[config.mk]
export PLATFORM = sky130hd
export DESIGN_NAME = vector_chain_accumulator
export DESIGN_NICKNAME = d
export VERILOG_FILES = /design/src/rtl/vector_chain_accumulator_pkg.sv /design/src/rtl/vector_chain_accumulator_lane_combine.sv /design/src/rtl/vector_chain_accumulator.sv
export SDC_FILE = /design/constraint.sdc
export NUM_CORES = 2
export LEC_CHECK = 0
export BUFFER_PORTS_ARGS = -buffer_cell sky130_fd_sc_hd__buf_4
export CORE_ASPECT_RATIO = 0.6
export CORE_MARGIN = 4
export CORE_UTILIZATION = 55
export CTS_CLUSTER_DIAMETER = 40
export DETAILED_ROUTE_END_ITERATION = 12
export PLACE_DENSITY_LB_ADDON = 0.1
export SLEW_MARGIN = 20
export SYNTH_ARGS = -nofsm -noshare
export SYNTH_HDL_FRONTEND = slang
export SYNTH_SLANG_ARGS = --single-unit
[constraint.sdc]
create_clock -name clk -period 31.9 [get_ports clk]
set_clock_uncertainty 0.2 [all_clocks]
set_input_delay 6.38 -clock clk [delete_from_list [all_inputs] [get_ports clk]]
set_output_delay 6.38 -clock clk [all_outputs]
set_load 0.02 [all_outputs]
[src/rtl/vector_chain_accumulator_pkg.sv]
// Shared encodings for the per-chain vector accumulator.
// Op codes, config byte offsets and small helpers.
package vector_chain_accumulator_pkg;

  typedef enum logic [7:0] {
    OP_PASS = 8'd0,
    OP_SUM  = 8'd1,
    OP_MAX  = 8'd2
  } op_e;

  localparam int DEF_MAX_CHAINS = 4;

  localparam int CFG_OP_BASE = 0;
  localparam int CFG_WINDOW_BASE = DEF_MAX_CHAINS;

  function automatic int cfg_window_base(
    input int chains
  );
    return CFG_OP_BASE + chains;
  endfunction

  function automatic logic is_fold_op(
    input logic [7:0] op
  );
    return (op == OP_SUM) || (op == OP_MAX);
  endfunction

  function automatic logic [7:0] eff_window(
    input logic [7:0] w
  );
    return (w == 8'd0) ? 8'd1 : w;
  endfunction

endpackage

[src/rtl/vector_chain_accumulator_lane_combine.sv]
// Lane-wise fold of one input vector into an accumulator.
// Start loads the vector; otherwise SUM wraps, MAX is unsigned.
module lane_combine
  import vector_chain_accumulator_pkg::*;
#(
  parameter int N = 8,
  parameter int DATA_WIDTH = 32
) (
  input  logic [N-1:0][DATA_WIDTH-1:0] acc,
  input  logic [N-1:0][DATA_WIDTH-1:0] vec,
  input  logic [7:0]                   op,
  input  logic                         start,
  output logic [N-1:0][DATA_WIDTH-1:0] nxt
);

  // per-lane combine, no state
  always_comb begin
    nxt = '0;
    for (int i = 0; i < N; i++) begin
      if (start) begin
        nxt[i] = vec[i];
      end else if (op == OP_MAX) begin
        nxt[i] = (vec[i] > acc[i]) ? vec[i] : acc[i];
      end else begin
        nxt[i] = acc[i] + vec[i];
      end
    end
  end

endmodule

[src/rtl/vector_chain_accumulator.sv]
// Per-chain SUM/MAX accumulator over frame windows, bypassable.
// Configured per chain through the shared configId/configData stream.
module vector_chain_accumulator
  import vector_chain_accumulator_pkg::*;
#(
  parameter int N = 8,
  parameter int DATA_WIDTH = 32,
  parameter int MAX_CHAINS = 4,
  parameter logic [7:0] PERSONAL_CONFIG_ID = 8'd1,
  parameter logic [MAX_CHAINS*8-1:0] INITIAL_FIRMWARE_OP = '0,
  parameter logic [MAX_CHAINS*8-1:0] INITIAL_FIRMWARE_WINDOW =
    {MAX_CHAINS{8'd1}},
  localparam int CW = (MAX_CHAINS > 1) ? $clog2(MAX_CHAINS) : 1
) (
  input  logic                         clk,
  input  logic                         resetn,
  input  logic                         tracing,
  input  logic                         valid_in,
  input  logic                         bof_in,
  input  logic                         eof_in,
  input  logic [CW-1:0]                chainId_in,
  input  logic [7:0]                   configId,
  input  logic [7:0]                   configData,
  input  logic [N-1:0][DATA_WIDTH-1:0] vector_in,
  output logic [N-1:0][DATA_WIDTH-1:0] vector_out,
  output logic [CW-1:0]                chainId_out,
  output logic                         valid_out,
  output logic                         bof_out,
  output logic                         eof_out
);

  localparam int WIN_BASE = cfg_window_base(MAX_CHAINS);

  logic [7:0] op_q   [MAX_CHAINS];
  logic [7:0] win_q  [MAX_CHAINS];
  logic [7:0] fcnt_q [MAX_CHAINS];
  logic [N-1:0][DATA_WIDTH-1:0] acc_q [MAX_CHAINS];
  logic [7:0] byte_cnt;

  logic [CW-1:0] ch;
  logic [7:0] cur_op;
  logic [7:0] cur_win;
  logic [7:0] cur_cnt;
  logic [7:0] cnt_inc;
  logic [N-1:0][DATA_WIDTH-1:0] cur_acc;
  logic [N-1:0][DATA_WIDTH-1:0] nxt_acc;
  logic fold;
  logic start;
  logic acc_go;
  logic pass_go;
  logic emit;
  logic cfg_en;
  logic [MAX_CHAINS-1:0] op_hit;
  logic [MAX_CHAINS-1:0] win_hit;

  // decode the incoming vector against its chain's state
  always_comb begin
    ch      = chainId_in;
    cur_op  = op_q[ch];
    cur_win = win_q[ch];
    cur_cnt = fcnt_q[ch];
    cur_acc = acc_q[ch];
    fold    = is_fold_op(cur_op);
    start   = bof_in && (cur_cnt == 8'd0);
    cnt_inc = cur_cnt + 8'd1;
    acc_go  = tracing && valid_in && fold;
    pass_go = tracing && valid_in && !fold;
    emit    = acc_go && eof_in &&
              (cnt_inc >= eff_window(cur_win));
    cfg_en  = !tracing &&
              (configId == PERSONAL_CONFIG_ID);
  end

  // which chain the current config byte lands on, if any
  always_comb begin
    op_hit  = '0;
    win_hit = '0;
    for (int c = 0; c < MAX_CHAINS; c++) begin
      op_hit[c]  = cfg_en &&
                   (byte_cnt == 8'(CFG_OP_BASE + c));
      win_hit[c] = cfg_en &&
                   (byte_cnt == 8'(WIN_BASE + c));
    end
  end

  lane_combine #(
    .N          (N),
    .DATA_WIDTH (DATA_WIDTH)
  ) u_combine (
    .acc   (cur_acc),
    .vec   (vector_in),
    .op    (cur_op),
    .start (start),
    .nxt   (nxt_acc)
  );

  // config byte position; saturates so late bytes never alias
  always_ff @(posedge clk) begin
    if (!resetn) begin
      byte_cnt <= 8'd0;
    end else if (cfg_en) begin
      if (byte_cnt != 8'hFF) begin
        byte_cnt <= byte_cnt + 8'd1;
      end
    end else begin
      byte_cnt <= 8'd0;
    end
  end

  // firmware registers: op and window bytes per chain
  always_ff @(posedge clk) begin
    if (!resetn) begin
      for (int c = 0; c < MAX_CHAINS; c++) begin
        op_q[c]  <= INITIAL_FIRMWARE_OP[c*8 +: 8];
        win_q[c] <= INITIAL_FIRMWARE_WINDOW[c*8 +: 8];
      end
    end else begin
      for (int c = 0; c < MAX_CHAINS; c++) begin
        if (op_hit[c]) begin
          op_q[c] <= configData;
        end
        if (win_hit[c]) begin
          win_q[c] <= configData;
        end
      end
    end
  end

  // accumulators and frame counters per chain
  always_ff @(posedge clk) begin
    if (!resetn) begin
      for (int c = 0; c < MAX_CHAINS; c++) begin
        acc_q[c]  <= '0;
        fcnt_q[c] <= 8'd0;
      end
    end else begin
      for (int c = 0; c < MAX_CHAINS; c++) begin
        if (op_hit[c] || win_hit[c]) begin
          acc_q[c]  <= '0;
          fcnt_q[c] <= 8'd0;
        end else if (acc_go && (ch == CW'(c))) begin
          if (emit) begin
            acc_q[c]  <= '0;
            fcnt_q[c] <= 8'd0;
          end else begin
            acc_q[c] <= nxt_acc;
            if (eof_in) begin
              fcnt_q[c] <= cnt_inc;
            end
          end
        end
      end
    end
  end

  // output register; payload holds while valid_out is low
  always_ff @(posedge clk) begin
    if (!resetn) begin
      vector_out  <= '0;
      chainId_out <= '0;
      valid_out   <= 1'b0;
      bof_out     <= 1'b0;
      eof_out     <= 1'b0;
    end else begin
      valid_out <= pass_go || emit;
      if (pass_go) begin
        vector_out  <= vector_in;
        chainId_out <= chainId_in;
        bof_out     <= bof_in;
        eof_out     <= eof_in;
      end else if (emit) begin
        vector_out  <= nxt_acc;
        chainId_out <= chainId_in;
        bof_out     <= 1'b1;
        eof_out     <= 1'b1;
      end
    end
  end

endmodule

==> Yosys cells after proc, flatten, opt, wreduce, memory -nomap -nowiden <==
Memories as Yosys holds them, arrays and structs flattened.
Cells that the tools add are included.
Widths: inputs -> output; s select.
{ "word_totals": {"ff_bits": 269, "wordCells": 268, "in_bits": 280, "out_inout_bits": 261, "ramBits": 1120, "memories": 4} }
{ "classes": {"order_cmp": 9, "addsub": 10, "bitwise_logic": 32, "mux": 153, "eq_ne": 14, "reduce_logical": 33} }
{ "mem_list": {"columns": ["name", "words", "width", "read_ports", "rd_ports_with_merged_regs", "wr", "line", "source"], "rows": [
  ["acc_q", 4, 256, 1, 0, 4, "vector_chain_accumulator.sv:37", "logic [N-1:0][DATA_WIDTH-1:0] acc_q [MAX_CHAINS];"],
  ["fcnt_q", 4, 8, 1, 0, 4, "vector_chain_accumulator.sv:36", "logic [7:0] fcnt_q [MAX_CHAINS];"],
  ["op_q", 4, 8, 1, 0, 4, "vector_chain_accumulator.sv:34", "logic [7:0] op_q [MAX_CHAINS];"],
  ["win_q", 4, 8, 1, 0, 4, "vector_chain_accumulator.sv:35", "logic [7:0] win_q [MAX_CHAINS];"]
]} }
{ "op_table": {"columns": ["operator", "n"], "rows": [
  ["$mux 256", 14],
  ["$mux 32", 24],
  ["$add 32x32->32", 8],
  ["$gt 32x32->1", 8],
  ["$mux 8", 21],
  ["$mux 1", 92],
  ["$eq 8x3->1 const B", 4],
  ["$or 1x1->1", 32],
  ["$eq 8x1->1 const B", 3],
  ["$eq 8x2->1 const B", 3],
  ["$logic_not 8->1", 3],
  ["$logic_and 1x1->1", 19],
  ["$add 8x1->8 const B", 2],
  ["$ge 8x8->1", 1],
  ["$ne 8x8->1 const B", 1],
  ["$logic_or 1x1->1", 6],
  ["$eq 2x2->1 const B", 2],
  ["$mux 2", 2],
  ["$eq 2x1->1 const B", 1],
  ["$logic_not 1->1", 2],
  ["$logic_not 2->1", 1],
  ["$reduce_and 2->1", 1],
  ["$reduce_bool 2->1", 1]
]} }

==> Longest topological paths before layout <==
An unclocked memory read counts as a cell.
{ "logic_depth": {"word_depth": 13, "mapped_depth": 21, "ltp_nobuf": 15} }

==> Cells and area by module <==
Synthesis repeated with hierarchy kept, for this count alone.
{ "unflattened": {"cells_unflattened": 7786, "hier_area_um2": 83679.0} }
{ "by_module_without_submodules": {"columns": ["module", "area_per_inst_um2", "seq_area_each_um2", "cells_per_inst", "n_inst"], "rows": [
  ["vector_chain_accumulator", 60842.1, 39017.4, 4301, 1],
  ["lane_combine", 22836.9, 0.0, 3485, 1]
]} }

==> Least setup slack after synthesis <==
No wires, ideal clock.
{ "synth_path": {"path_type": "input-to-reg", "start": "input chainId_in[0]", "end": "memory acc_q[0][0] (netlist name) (enable)", "setup_ns": 1.247, "slack_ns": 3.988, "cell_stages": 6, "arrival_time_ns": 26.465, "t_required_ns": 30.453, "path_buffers": 2, "path_cell_list": "buf_2 mux4_2 xor2_1 or3b_1 buf_2 o31ai_1"} }
{ "synth_rtl": {"columns": ["item", "line", "source"], "rows": [
  ["start, declared", "vector_chain_accumulator.sv:21", "input logic [CW-1:0] chainId_in,"],
  ["end, declared", "vector_chain_accumulator.sv:37", null]
]} }

==> results.txt <==
After floorplanning, the core was divided into 108 placement rows. The total power of the final layout is 4.93 mW, and the signal arrival time at the worst endpoint is 13.26 ns. The vertical extent of the die came out at 306 µm. The area added between synthesis and finish is 13.4%. Before CTS, the worst setup slack after placement is 18.29 ns. The tools report the max-slew headroom at the worst pin as 18.1%. The number of vias in the routed layout is 66,856, and the max-cap violation count is 0. The count of nets left with antenna violations once routing finished came out at 0. The global routing met2 resource utilization came out at 51.4%. The run gives 63,914 as the number of global-route vias before repair.

For the count of synthesis-stage warnings from yosys, the log shows 0. Leaving out fill and tap cells, the most frequent cell in the layout is sky130_fd_sc_hd__nor2_1. For met1 alone, demand over resource in global routing was 51.9%. The number of hold buffers added after CTS was 0. The area of the die is 154,000 µm². Combinational logic is responsible for 21.9% of the overall power. Timing would allow up to 0.0779 GHz. In the synthesized netlist, the number of instances is 7,707.

The total global routing overflow was 0; the number of post-CTS setup repair buffers was 0. The static leakage is 36.8 nW. STA classifies the critical path startpoint as an input pin. Clock tree synthesis inserted a total of 153 buffers. The proportion of register bits with asynchronous set or reset after synthesis came out at 0%. The tools report the endpoint kind of the worst setup timing path as a flip-flop. The mapped cell area was 81,300 µm². The number of buffer cells added on primary ports was 540; the quantity of gates resized following cts was 0. The worst register-to-register path begins at fcnt_q[3][0].

TritonCTS built the clock tree. The period utilization was 40.2%; the number of flops mapped to enable cells by yosys was 1,120. The flow ran to the end, and the final reports show no timing, DRC or antenna violations.

Dividing the detail-routed wire length by the instance count gives 27.4 µm. The deepest level of the CTS H-tree was 4; the routability-driven placement congestion ratio was 1.00. Primary flip-flop cell chosen by synthesis mapping: sky130_fd_sc_hd__edfxtp_1. The total count of hold-check failures in the final report came out at 0.

Sequential share of power: 41.7%. Synthesis inferred 1,389 register bits. The pin count of the biggest net entering global routing was 148; the total power density per cell area was 53.5 nW/µm². The library cells used most frequently in the layout, excluding fill and tap cells, are 1,382 x sky130_fd_sc_hd__nor2_1, 1,120 x sky130_fd_sc_hd__edfxtp_1, 624 x sky130_fd_sc_hd__buf_4.

The tools report the effective utilization at floorplan as 55.8%. Along the worst path, the maximum fanout reaches 56. Maximum clock insertion buffer count: 3. Setup slack on the critical path of the routed design comes to 19.07 ns.

In this run the worst setup path begins at chainId_in[0]. The clock share of power was 36.5%. Cell at the root of the clock tree: sky130_fd_sc_hd__clkbuf_16.

The share of total power consumed by net switching is 31.6%, and the design internal power is 3.37 mW. After detailed routing, the number of remaining DRC violations is 0. The total number of nets in the final design is 8,852. In this run the most critical hold path is launched from chainId_out[1]. Global routing consumed, over all layers together, 34.9% of the routing resources. For this run, global-route usage on met3 was measured as 7.09%. The first-pass iteration count of the detailed router is 7. The run gives 0.83 ns as the clock latency on the worst-skew pair.

Yosys mapped the design onto 92 distinct sky130hd cell types. The min-delay analysis places its worst path in the category flip-flop to flip-flop. Setup repair after global routing left no endpoint under its margin. Clock tree synthesis found a total of 1,389 sinks. The width of the die was 504 µm. At the worst endpoint, the required time is 32.33 ns. The run gives 0 as the final max-slew violation count. Wires add up to 277 mm. The average cell area after synthesis was 10.5 µm²; the total I/O pin count was 541. At the pin with the least slew margin, the transition time is 1.22 ns.

The run gives 33 as the number of antenna violations at the first check in global routing. The final number of setup-violating endpoints came out at 0. The final critical path time including I/O delays and setup was 12.83 ns; the sum of net half-perimeters after detailed placement was 183 mm. The setup TNS is 0 ns. The worst-case IR drop observed on VDD is 0.0578 mV.

Of the cells placed in the final design, the portion with a size suffix greater than 1 is 15.3%. The analysis attributes to net switching a power of 1.56 mW. The first global-routing pass estimated 411 mm of wire. Of the synthesized area, sequential elements account for 48.0%.

The synthesized netlist net count was 8,516; the violation count after the first detailed-route iteration was 9,498. Most used routing layer: met1. The run gives 11,833 as the total of fill cells in the finished design. The critical setup path kind is input pin to flip-flop. After floorplanning, the core was sized to cover 146,000 µm².

After clock tree synthesis, the clock-pin slew on the worst setup and hold paths is 0.06 ns. Detailed-route vias per instance: 6.60.
==> critical path, cell delays in order <==
cell	delay, ns
sky130_fd_sc_hd__buf_8	0.46
sky130_fd_sc_hd__buf_4	0.72
sky130_fd_sc_hd__buf_4	0.84
sky130_fd_sc_hd__mux4_2	0.62
sky130_fd_sc_hd__inv_1	0.11
sky130_fd_sc_hd__ha_1	0.29
sky130_fd_sc_hd__nand3_1	0.14
sky130_fd_sc_hd__nor4_1	0.46
sky130_fd_sc_hd__nand2_1	0.26
sky130_fd_sc_hd__nor4_1	0.49
sky130_fd_sc_hd__a211oi_1	0.18
sky130_fd_sc_hd__nor2_2	0.51
sky130_fd_sc_hd__o21a_1	0.95
sky130_fd_sc_hd__o221ai_1	0.41
sky130_fd_sc_hd__nor2_1	0.22
==> final cells by class <==
| cell class | instances | area (µm²) | area share, % |
|---|---|---|---|
| Sequential cell | 1389 | 39000 | 42.3 |
| Multi-Input combinational cell | 5354 | 38800 | 42.1 |
| Timing Repair Buffer | 636 | 4910 | 5.33 |
| Clock buffer | 195 | 4070 | 4.41 |
| Tap cell | 1925 | 2410 | 2.61 |
| Inverter | 509 | 1910 | 2.08 |
| Clock inverter | 93 | 1020 | 1.11 |
| Antenna cell | 24 | 60.1 | 0.0652 |
==> per-stage QoR <==
| stage | area, µm² | utilization (%) | hold WS [ns] | std cells |
|---|---|---|---|---|
| after floorplan | 81300 | - | 0.306 | 7707 |
| after global placement | 87000 | 59.7 | 0.247 | 9813 |
| after detailed placement | 87000 | 59.7 | 0.253 | 9813 |
| after CTS | 92100 | 63.2 | 0.261 | 10101 |
| after global routing | 92200 | 63.3 | 0.286 | 10122 |
| final | 92200 | 63.3 | 0.263 | 10125 |
==> power groups by stage <==
stage / logic, mW / clock network [mW] / registers (mW)
after floorplan: 0.680 / 0 / 2.15
after global placement: 1.04 / 0 / 2.09
after detailed placement: 1.05 / 0 / 2.09
after CTS: 1.06 / 1.82 / 2.06
after global routing: 1.17 / 1.90 / 2.06
final: 1.08 / 1.80 / 2.06
==> metal layers <==
layer	part of all wire [%]	vias to the layer above
met4	3.1	6
met1	43	33131
met3	11	458
met5	0.016	-
met2	43	3868
li1	-	29393
==> worst paths after layout <==
kind | to | slack [ns] | cells past startpoint
worst max-delay path | acc_q[1][212] | 19.07 | 15
worst min register to register | chainId_out[1] | 0.26 | 2
worst min-delay path | chainId_out[1] | 0.26 | 2
worst max register to register | acc_q[1][94] | 25.53 | 15
==> flip-flops by register name (all words and copies together) (netlist names), 2 cells and up <==
register / cells
acc_q: 1024
byte_cnt: 8
chainId_out: 2
fcnt_q: 32
op_q: 32
vector_out: 256
win_q: 32
==> cells by family after synthesis <==
family / count (synthesis) / synth area share (%)
and+or+nand+nor: 2375 / 13.1
buffers and inverters: 964 / 4.55
AOI/OAI and AO/OA: 1953 / 16.1
xor gates and xnor gates: 191 / 2.06
adders and majority gates: 529 / 8.22
muxes: 306 / 7.95
DFF: 1389 / 48.0
==> cells in the mapped netlist, types with 52 or more instances <==
| master | count | area, µm² |
|---|---|---|
| sky130_fd_sc_hd__and2_1 | 125 | 782 |
| sky130_fd_sc_hd__nor2_1 | 1388 | 5210 |
| sky130_fd_sc_hd__edfxtp_1 | 1120 | 33600 |
| sky130_fd_sc_hd__nand2b_1 | 64 | 400 |
| sky130_fd_sc_hd__nor2b_1 | 58 | 363 |
| sky130_fd_sc_hd__inv_1 | 509 | 1910 |
| sky130_fd_sc_hd__ha_1 | 521 | 6520 |
| sky130_fd_sc_hd__a211oi_1 | 91 | 683 |
| sky130_fd_sc_hd__nor4_1 | 66 | 413 |
| sky130_fd_sc_hd__mux4_2 | 271 | 6100 |
| sky130_fd_sc_hd__a21o_1 | 65 | 488 |
| sky130_fd_sc_hd__and3_1 | 52 | 325 |
| sky130_fd_sc_hd__buf_2 | 65 | 325 |
| sky130_fd_sc_hd__nand2_1 | 251 | 942 |
| sky130_fd_sc_hd__o21ai_0 | 273 | 1370 |
| sky130_fd_sc_hd__xnor2_1 | 162 | 1420 |
| sky130_fd_sc_hd__o22ai_1 | 154 | 963 |
| sky130_fd_sc_hd__nand3_1 | 64 | 320 |
| sky130_fd_sc_hd__a22oi_1 | 115 | 863 |
| sky130_fd_sc_hd__o31ai_1 | 63 | 473 |
| sky130_fd_sc_hd__dfxtp_1 | 269 | 5390 |
| sky130_fd_sc_hd__a21oi_1 | 552 | 2760 |
| sky130_fd_sc_hd__o221ai_1 | 168 | 1470 |
| sky130_fd_sc_hd__nor3_1 | 130 | 651 |
| sky130_fd_sc_hd__o21bai_1 | 86 | 646 |
| sky130_fd_sc_hd__clkbuf_1 | 349 | 1310 |
(Power assumes the default switching activity.)
